### config.mk
export PLATFORM = sky130hd
export DESIGN_NAME = dmem_arbiter_flat
export DESIGN_NICKNAME = d
export VERILOG_FILES = /design/src/rtl/dmem_arbiter_if.sv /design/src/rtl/dmem_arbiter.sv /design/src/flat_wrapper.sv
export SDC_FILE = /design/constraint.sdc
export NUM_CORES = 1
export LEC_CHECK = 0
export ABC_AREA = 1
export CAP_MARGIN = 20
export CORE_AREA = 2 2 117 119
export CTS_CLUSTER_SIZE = 28
export DETAILED_ROUTE_END_ITERATION = 7
export DIE_AREA = 0 0 119 121
export PLACE_DENSITY = 0.73
export SYNTH_ARGS = -nofsm -noshare
export SYNTH_HDL_FRONTEND = slang
export SYNTH_SLANG_ARGS = --single-unit
export TNS_END_PERCENT = 5
### constraint.sdc
create_clock -name clk -period 2.47 [get_ports clk]
set_input_delay 0.247 -clock clk [delete_from_list [all_inputs] [get_ports clk]]
set_output_delay 0.247 -clock clk [all_outputs]
set_load 0.005 [all_outputs]
### src/rtl/dmem_arbiter_if.sv
// Shared bus between the two data-memory requesters, the arbiter and the memory.
// The slave modport is the arbiter side; the master modport is the requester/memory side.
interface dmem_arbiter_if;
  logic        p0_req;
  logic        p0_we;
  logic        p0_lock;
  logic [31:0] p0_addr;
  logic [31:0] p0_wdata;
  logic        p0_gnt;
  logic        p0_rvalid;
  logic [31:0] p0_rdata;
  logic        p0_err;

  logic        p1_req;
  logic        p1_we;
  logic        p1_lock;
  logic [31:0] p1_addr;
  logic [31:0] p1_wdata;
  logic        p1_gnt;
  logic        p1_rvalid;
  logic [31:0] p1_rdata;
  logic        p1_err;

  logic        mem_we;
  logic [31:0] mem_addr;
  logic [31:0] mem_wdata;
  logic [31:0] mem_rdata;
  logic        lock_abort;

  modport slave (
    input  p0_req, p0_we, p0_lock, p0_addr, p0_wdata,
    output p0_gnt, p0_rvalid, p0_rdata, p0_err,
    input  p1_req, p1_we, p1_lock, p1_addr, p1_wdata,
    output p1_gnt, p1_rvalid, p1_rdata, p1_err,
    output mem_we, mem_addr, mem_wdata,
    input  mem_rdata,
    output lock_abort
  );

  modport master (
    output p0_req, p0_we, p0_lock, p0_addr, p0_wdata,
    input  p0_gnt, p0_rvalid, p0_rdata, p0_err,
    output p1_req, p1_we, p1_lock, p1_addr, p1_wdata,
    input  p1_gnt, p1_rvalid, p1_rdata, p1_err,
    input  mem_we, mem_addr, mem_wdata,
    output mem_rdata,
    input  lock_abort
  );
endinterface

### src/rtl/dmem_arbiter.sv
// Two-port data-memory arbiter with round-robin, locked sequences and a lock watchdog.
// Optional: define DMEM_ARB_FIXED_PRIO_EN for fixed port-0 priority on contention.
module dmem_arbiter #(
  parameter int unsigned ADDR_LIMIT   = 4096,
  parameter int unsigned LOCK_TIMEOUT = 16
) (
  input logic            clk,
  input logic            rst,
  dmem_arbiter_if.slave  bus
);
  localparam int CNT_W = (LOCK_TIMEOUT > 2) ? $clog2(LOCK_TIMEOUT) : 1;

  typedef enum logic [1:0] {IDLE, LOCK0, LOCK1} state_t;

  state_t             state_q, state_d;
  logic [CNT_W-1:0]   cnt_q, cnt_d;
  logic [1:0]         blk_q, blk_d;
  logic               last_gnt_q, last_gnt_d;
  logic               abort_q, abort_d;
`ifdef DMEM_ARB_FIXED_PRIO_EN
  logic               pref1_q, pref1_d;
`endif

  logic [1:0]         req, we, lock, gnt, err_acc;
  logic [31:0]        addr [2];
  logic [31:0]        wdata [2];
  logic [1:0]         rvalid_q, err_q;
  logic [31:0]        rdata_q [2];

  assign req      = {bus.p1_req, bus.p0_req};
  assign we       = {bus.p1_we, bus.p0_we};
  assign lock     = {bus.p1_lock, bus.p0_lock};
  assign addr[0]  = bus.p0_addr;
  assign addr[1]  = bus.p1_addr;
  assign wdata[0] = bus.p0_wdata;
  assign wdata[1] = bus.p1_wdata;

  genvar gi;
  generate
    for (gi = 0; gi < 2; gi++) begin : g_port
      assign err_acc[gi] = (addr[gi][1:0] != 2'b00) || (addr[gi] >= 32'(ADDR_LIMIT));

      // A pending response is dropped by reset; rdata is zero unless it was a clean read.
      always_ff @(posedge clk) begin
        if (rst) begin
          rvalid_q[gi] <= 1'b0;
          err_q[gi]    <= 1'b0;
          rdata_q[gi]  <= '0;
        end else begin
          rvalid_q[gi] <= gnt[gi];
          err_q[gi]    <= gnt[gi] & err_acc[gi];
          rdata_q[gi]  <= (gnt[gi] & ~we[gi] & ~err_acc[gi]) ? bus.mem_rdata : 32'h0;
        end
      end
    end
  endgenerate

  always_comb begin
    gnt = 2'b00;
    case (state_q)
      IDLE: begin
        if (req == 2'b11) begin
`ifdef DMEM_ARB_FIXED_PRIO_EN
          gnt = pref1_q ? 2'b10 : 2'b01;
`else
          gnt = last_gnt_q ? 2'b01 : 2'b10;
`endif
        end else begin
          gnt = req;
        end
      end
      LOCK0:   gnt = {1'b0, req[0]};
      LOCK1:   gnt = {req[1], 1'b0};
      default: gnt = 2'b00;
    endcase
  end

  always_comb begin
    state_d    = state_q;
    cnt_d      = cnt_q;
    blk_d      = blk_q;
    last_gnt_d = last_gnt_q;
    abort_d    = 1'b0;
`ifdef DMEM_ARB_FIXED_PRIO_EN
    pref1_d    = pref1_q;
    if (state_q == IDLE && req == 2'b11) pref1_d = 1'b0;
`endif
    if (gnt[0]) last_gnt_d = 1'b0;
    if (gnt[1]) last_gnt_d = 1'b1;
    for (int p = 0; p < 2; p++) begin
      if (!lock[p]) blk_d[p] = 1'b0;
    end

    case (state_q)
      IDLE: begin
        if (gnt[0] && lock[0] && !blk_q[0]) begin
          state_d = LOCK0;
          cnt_d   = '0;
        end else if (gnt[1] && lock[1] && !blk_q[1]) begin
          state_d = LOCK1;
          cnt_d   = '0;
        end
      end
      LOCK0: begin
        if (!lock[0]) begin
          state_d = IDLE;
        end else if (cnt_q == CNT_W'(LOCK_TIMEOUT - 1)) begin
          // Forced release: the victim is blocked and loses the next contention.
          state_d    = IDLE;
          abort_d    = 1'b1;
          blk_d[0]   = 1'b1;
          last_gnt_d = 1'b0;
`ifdef DMEM_ARB_FIXED_PRIO_EN
          pref1_d    = 1'b1;
`endif
        end else begin
          cnt_d = cnt_q + 1'b1;
        end
      end
      LOCK1: begin
        if (!lock[1]) begin
          state_d = IDLE;
        end else if (cnt_q == CNT_W'(LOCK_TIMEOUT - 1)) begin
          state_d    = IDLE;
          abort_d    = 1'b1;
          blk_d[1]   = 1'b1;
          last_gnt_d = 1'b1;
        end else begin
          cnt_d = cnt_q + 1'b1;
        end
      end
      default: state_d = IDLE;
    endcase
  end

  always_ff @(posedge clk) begin
    if (rst) begin
      state_q    <= IDLE;
      cnt_q      <= '0;
      blk_q      <= 2'b00;
      last_gnt_q <= 1'b1;
      abort_q    <= 1'b0;
`ifdef DMEM_ARB_FIXED_PRIO_EN
      pref1_q    <= 1'b0;
`endif
    end else begin
      state_q    <= state_d;
      cnt_q      <= cnt_d;
      blk_q      <= blk_d;
      last_gnt_q <= last_gnt_d;
      abort_q    <= abort_d;
`ifdef DMEM_ARB_FIXED_PRIO_EN
      pref1_q    <= pref1_d;
`endif
    end
  end

  assign bus.mem_we     = |(gnt & we & ~err_acc);
  assign bus.mem_addr   = gnt[0] ? addr[0]  : (gnt[1] ? addr[1]  : 32'h0);
  assign bus.mem_wdata  = gnt[0] ? wdata[0] : (gnt[1] ? wdata[1] : 32'h0);

  assign bus.p0_gnt     = gnt[0];
  assign bus.p1_gnt     = gnt[1];
  assign bus.p0_rvalid  = rvalid_q[0];
  assign bus.p1_rvalid  = rvalid_q[1];
  assign bus.p0_err     = err_q[0];
  assign bus.p1_err     = err_q[1];
  assign bus.p0_rdata   = rdata_q[0];
  assign bus.p1_rdata   = rdata_q[1];
  assign bus.lock_abort = abort_q;
endmodule
### src/flat_wrapper.sv
// flat-port wrapper written by rule: the top's interface ports become plain ports
module dmem_arbiter_flat 
#(
  parameter int unsigned ADDR_LIMIT   = 4096,
  parameter int unsigned LOCK_TIMEOUT = 16
)
  (clk, rst, bus_p0_req, bus_p0_we, bus_p0_lock, bus_p0_addr, bus_p0_wdata, bus_p0_gnt, bus_p0_rvalid, bus_p0_rdata, bus_p0_err, bus_p1_req, bus_p1_we, bus_p1_lock, bus_p1_addr, bus_p1_wdata, bus_p1_gnt, bus_p1_rvalid, bus_p1_rdata, bus_p1_err, bus_mem_we, bus_mem_addr, bus_mem_wdata, bus_mem_rdata, bus_lock_abort);
  dmem_arbiter_if bus_i ();
  input logic clk;
  input logic rst;
  input wire logic [$bits(bus_i.p0_req)-1:0] bus_p0_req;
  input wire logic [$bits(bus_i.p0_we)-1:0] bus_p0_we;
  input wire logic [$bits(bus_i.p0_lock)-1:0] bus_p0_lock;
  input wire logic [$bits(bus_i.p0_addr)-1:0] bus_p0_addr;
  input wire logic [$bits(bus_i.p0_wdata)-1:0] bus_p0_wdata;
  output wire logic [$bits(bus_i.p0_gnt)-1:0] bus_p0_gnt;
  output wire logic [$bits(bus_i.p0_rvalid)-1:0] bus_p0_rvalid;
  output wire logic [$bits(bus_i.p0_rdata)-1:0] bus_p0_rdata;
  output wire logic [$bits(bus_i.p0_err)-1:0] bus_p0_err;
  input wire logic [$bits(bus_i.p1_req)-1:0] bus_p1_req;
  input wire logic [$bits(bus_i.p1_we)-1:0] bus_p1_we;
  input wire logic [$bits(bus_i.p1_lock)-1:0] bus_p1_lock;
  input wire logic [$bits(bus_i.p1_addr)-1:0] bus_p1_addr;
  input wire logic [$bits(bus_i.p1_wdata)-1:0] bus_p1_wdata;
  output wire logic [$bits(bus_i.p1_gnt)-1:0] bus_p1_gnt;
  output wire logic [$bits(bus_i.p1_rvalid)-1:0] bus_p1_rvalid;
  output wire logic [$bits(bus_i.p1_rdata)-1:0] bus_p1_rdata;
  output wire logic [$bits(bus_i.p1_err)-1:0] bus_p1_err;
  output wire logic [$bits(bus_i.mem_we)-1:0] bus_mem_we;
  output wire logic [$bits(bus_i.mem_addr)-1:0] bus_mem_addr;
  output wire logic [$bits(bus_i.mem_wdata)-1:0] bus_mem_wdata;
  input wire logic [$bits(bus_i.mem_rdata)-1:0] bus_mem_rdata;
  output wire logic [$bits(bus_i.lock_abort)-1:0] bus_lock_abort;
  assign bus_i.p0_req = bus_p0_req;
  assign bus_i.p0_we = bus_p0_we;
  assign bus_i.p0_lock = bus_p0_lock;
  assign bus_i.p0_addr = bus_p0_addr;
  assign bus_i.p0_wdata = bus_p0_wdata;
  assign bus_p0_gnt = bus_i.p0_gnt;
  assign bus_p0_rvalid = bus_i.p0_rvalid;
  assign bus_p0_rdata = bus_i.p0_rdata;
  assign bus_p0_err = bus_i.p0_err;
  assign bus_i.p1_req = bus_p1_req;
  assign bus_i.p1_we = bus_p1_we;
  assign bus_i.p1_lock = bus_p1_lock;
  assign bus_i.p1_addr = bus_p1_addr;
  assign bus_i.p1_wdata = bus_p1_wdata;
  assign bus_p1_gnt = bus_i.p1_gnt;
  assign bus_p1_rvalid = bus_i.p1_rvalid;
  assign bus_p1_rdata = bus_i.p1_rdata;
  assign bus_p1_err = bus_i.p1_err;
  assign bus_mem_we = bus_i.mem_we;
  assign bus_mem_addr = bus_i.mem_addr;
  assign bus_mem_wdata = bus_i.mem_wdata;
  assign bus_i.mem_rdata = bus_mem_rdata;
  assign bus_lock_abort = bus_i.lock_abort;
  dmem_arbiter #(.ADDR_LIMIT(ADDR_LIMIT), .LOCK_TIMEOUT(LOCK_TIMEOUT)) u_core (.clk(clk), .rst(rst), .bus(bus_i));
endmodule
==> impl_metrics.tcl <==
set metrics [dict create \
    gp_congestion 0.9427 \
    via_per_inst 4.485 \
    min_from "u_core.blk_q[1]$_SDFF_PP0_" \
    clk_latency_ns 0.33 \
    dpl.cell_count 998 \
    dieWidth_um 119 \
    grt_pass1_vias 4505 \
    max-clock-path-buffers 2 \
    start_util_pct 29.90 \
    min_path_cells 2 \
    vias 4575 \
    die_y_um 121 \
    firstDrtPassIters 6 \
    ys_top_cells_by_area "dfxtp_1 40%, nand2_1 11%, nand3_1 10%" \
    cts_tree "built" \
    die_area_um2 14400 \
    seq_area_um2 1569 \
    antenna_left 0 \
    synth_cells 532 \
    io_pins 304 \
    rows 42 \
    multiInputGateArea_um2 1902 \
    nFillCells 1170 \
    worstSetupStartpointType "register" \
    grt_setup_unrepaired "yes" \
    grt_first_pass_wirelength_mm 24.05 \
    cts_max_level 3 \
    cts_sinks 78 \
    synthArstFlopShare_pct 0 \
    r2r-start "u_core.state_q[0]$_SDFFE_PP0P_" \
    synth_edf_count 0 \
    worst_pin_slew_ns 0.4095 \
    synth_cell_types 31 \
    core_um2 13090 \
    cp.required_ns 2.22 \
    synth_fp_nets 705 \
    numPortBuffers 303 \
    finalHoldViolCount 0 \
    setup_ws_ns -0.03575 \
    worstPathArrival_ns 2.26 \
    num_antenna_cells 0 \
    grt_max_degree 31 \
    max_slew_margin_pct 72.61 \
    max_freq_mhz 399.1 \
    path_cells "inv_2 -> ha_4 -> nand2_2 -> nand2_4 -> nand2_8 -> buf_12 -> nand3_1 -> o21ai_1 -> buf_4 -> clkdlybuf4s50_1" \
    hold_class "register to register" \
    p_per_area_nw_per_um2 684.2 \
    drv_cap 0 \
    critPathSlowestCell "clkdlybuf4s50_1" \
    finClkSkew_ns 0.005385 \
    syn_avg_cell_area_um2 7.354 \
    drv_slew 0 \
    synth_top_area_share_pct 39.91 \
    cts_made_buffers 9 \
    end_kind "output port" \
    syn-cell-area_um2 3913 \
    status "finished, violations left" \
    syn_to_final_growth_pct 98.34 \
    min_period_over_period_pct 101.4 \
    cp_max_fo 12 \
    rr_worst_depth 9 \
    startpoint "u_core.state_q[0]$_SDFFE_PP0P_" \
    layout-drive-gt1-share_pct 12.91 \
    fin_tns_setup_ns -0.03575 \
    final_util_pct 59.30 \
    grtUsageTotal_pct 21.76 \
    synth_seq_cells 78 \
    failed_checks "setup timing" \
    synth_most_common_cell "nand2_1" \
    setup_violations 1 \
    routedWlPerCell_um 15.92 \
    path_clk_slew_ns 0.06 \
    drt_iter0_markers 258 \
    synth_top_area_cell "dfxtp_1" \
    fin_crit_ns 2.506 \
    finalNetCount 1012 \
    synth_ff_type "dfxtp_1" \
    p_total_mw 5.310 \
    cts_root_buf "clkbuf_16" \
    grt_overflow 0 \
    netlist_top_cells_count "118 x nand2_1, 81 x nand3_1, 78 x dfxtp_1" \
    instances_no_fill 1020 \
    drc 0 \
    antenna_found_initial 1 \
    hpwl_mm 12.82 \
    yosys_warnings 0 \
    routed_wl_mm 16.24 \
    crit_type "register to output port" \
    max_stage_delay_ns 0.49 \
    p_leak_nw 3.714 \
    max-vdd-ir-drop_v 0.0003031 \
    ys_seq_area_share_pct 39.91 \
]
[cell families (layout without fill, tap and decap cells)]
family | Yosys count | after routing | share of synthesized area [%]
simple gates | 310 | 310 | 40.49
fa+ha+maj | 5 | 5 | 1.599
flops | 78 | 78 | 39.91
compound gates | 35 | 35 | 4.829
buf+inv | 104 | 416 | 13.18
[cell type report]
class	count	share of cell area, %
clock buffers	9	2.902
clock inverters	7	1.242
inverters	73	3.660
multi-input cells	350	24.51
flip-flops and latches	78	20.22
well taps	176	2.838
repair buffers	327	44.63
[critical path, delay by kind of cell, from the launching register on]
kind,cells,cell delay (ns)
AO/OA/AOI/OAI,1,0.12
adder cells (fa/ha/maj),1,0.17
buffers and inverters,4,0.83
flip-flops,1,0.39
AND/OR/NAND/NOR,4,0.43
[power breakdown]
part | leakage [nW] | total (mW) | internal [mW] | switching (mW)
combinational | 2.92 | 2.58 | 1.39 | 1.19
sequential | 0.631 | 1.34 | 1.30 | 0.0340
clock | 0.160 | 1.39 | 0.889 | 0.504
[cell usage in the layout, fill, tap and decap left out, types with 2 or more instances in the layout]
| cell | n |
|---|---|
| or2_2 | 2 |
| bufbuf_16 | 3 |
| clkdlybuf4s50_1 | 257 |
| o22ai_1 | 2 |
| nand2_2 | 4 |
| nand3_1 | 81 |
| ha_4 | 2 |
| o21ai_0 | 17 |
| inv_6 | 3 |
| inv_4 | 2 |
| dlygate4sd2_1 | 17 |
| nor2_1 | 43 |
| dfxtp_4 | 2 |
| inv_2 | 3 |
| inv_1 | 67 |
| nand2_1 | 117 |
| nor3_1 | 4 |
| o21ai_1 | 2 |
| nor2_2 | 7 |
| nand2_4 | 3 |
| bufinv_16 | 2 |
| nor2_4 | 3 |
| buf_12 | 8 |
| dlymetal6s2s_1 | 29 |
| clkbuf_16 | 9 |
| buf_4 | 11 |
| nor3_2 | 34 |
| clkinv_2 | 2 |
| dfxtp_1 | 76 |
| ha_2 | 2 |
| a21oi_1 | 10 |
| nand4_1 | 6 |
[per-layer routing]
metal	part of all wire [%]	global-route usage (%)	vias up	routed length, um
met5	0.080	0	-	13
met1	37	23.47	2012	6011
li1	-	-	2305	-
met4	2.6	7.664	2	424
met3	8.7	7.143	28	1417
met2	52	39.73	228	8370
[stage by stage]
| stage | worst slack [ns] | hold WS [ns] | area [um2] |
|---|---|---|---|
| floorplan | 0.7876 | 0.3251 | 3913 |
| global placement | -0.004293 | 0.4546 | 7122 |
| detailed placement | 0.001408 | 0.4616 | 7122 |
| CTS | -0.1033 | 0.4703 | 7600 |
| global route | -0.09755 | 0.4752 | 7760 |
| finish | -0.03575 | 0.4705 | 7760 |
[flip-flops by register name, indices dropped and copies added, names as in the netlist]
signal	cells
u_core.bus.p1_rvalid	1
u_core.bus.p0_err	1
u_core.blk_q	2
u_core.last_gnt_q	1
u_core.bus.p0_rvalid	1
u_core.bus.lock_abort	1
u_core.state_q	2
u_core.cnt_q	4
u_core.bus.p1_err	1
u_core.rdata_q	64
[timing repair]
item	CTS	global route
pin swaps	1	2
cloned	4	0
hold buffers	0	0
setup buffers	0	2
gates resized for setup	36	46
setup endpoints to repair	65	48
[final timing paths]
kind | end | slack, ns
setup / recovery | bus_mem_addr[24] | -0.04
hold / removal | u_core.blk_q[1]$_SDFF_PP0_ | 0.47
setup reg to reg | u_core.rdata_q[0][12]$_SDFF_PP0_ | 0.44
hold reg to reg | u_core.blk_q[1]$_SDFF_PP0_ | 0.47
No activity file was read; power rests on OpenSTA's default activity.
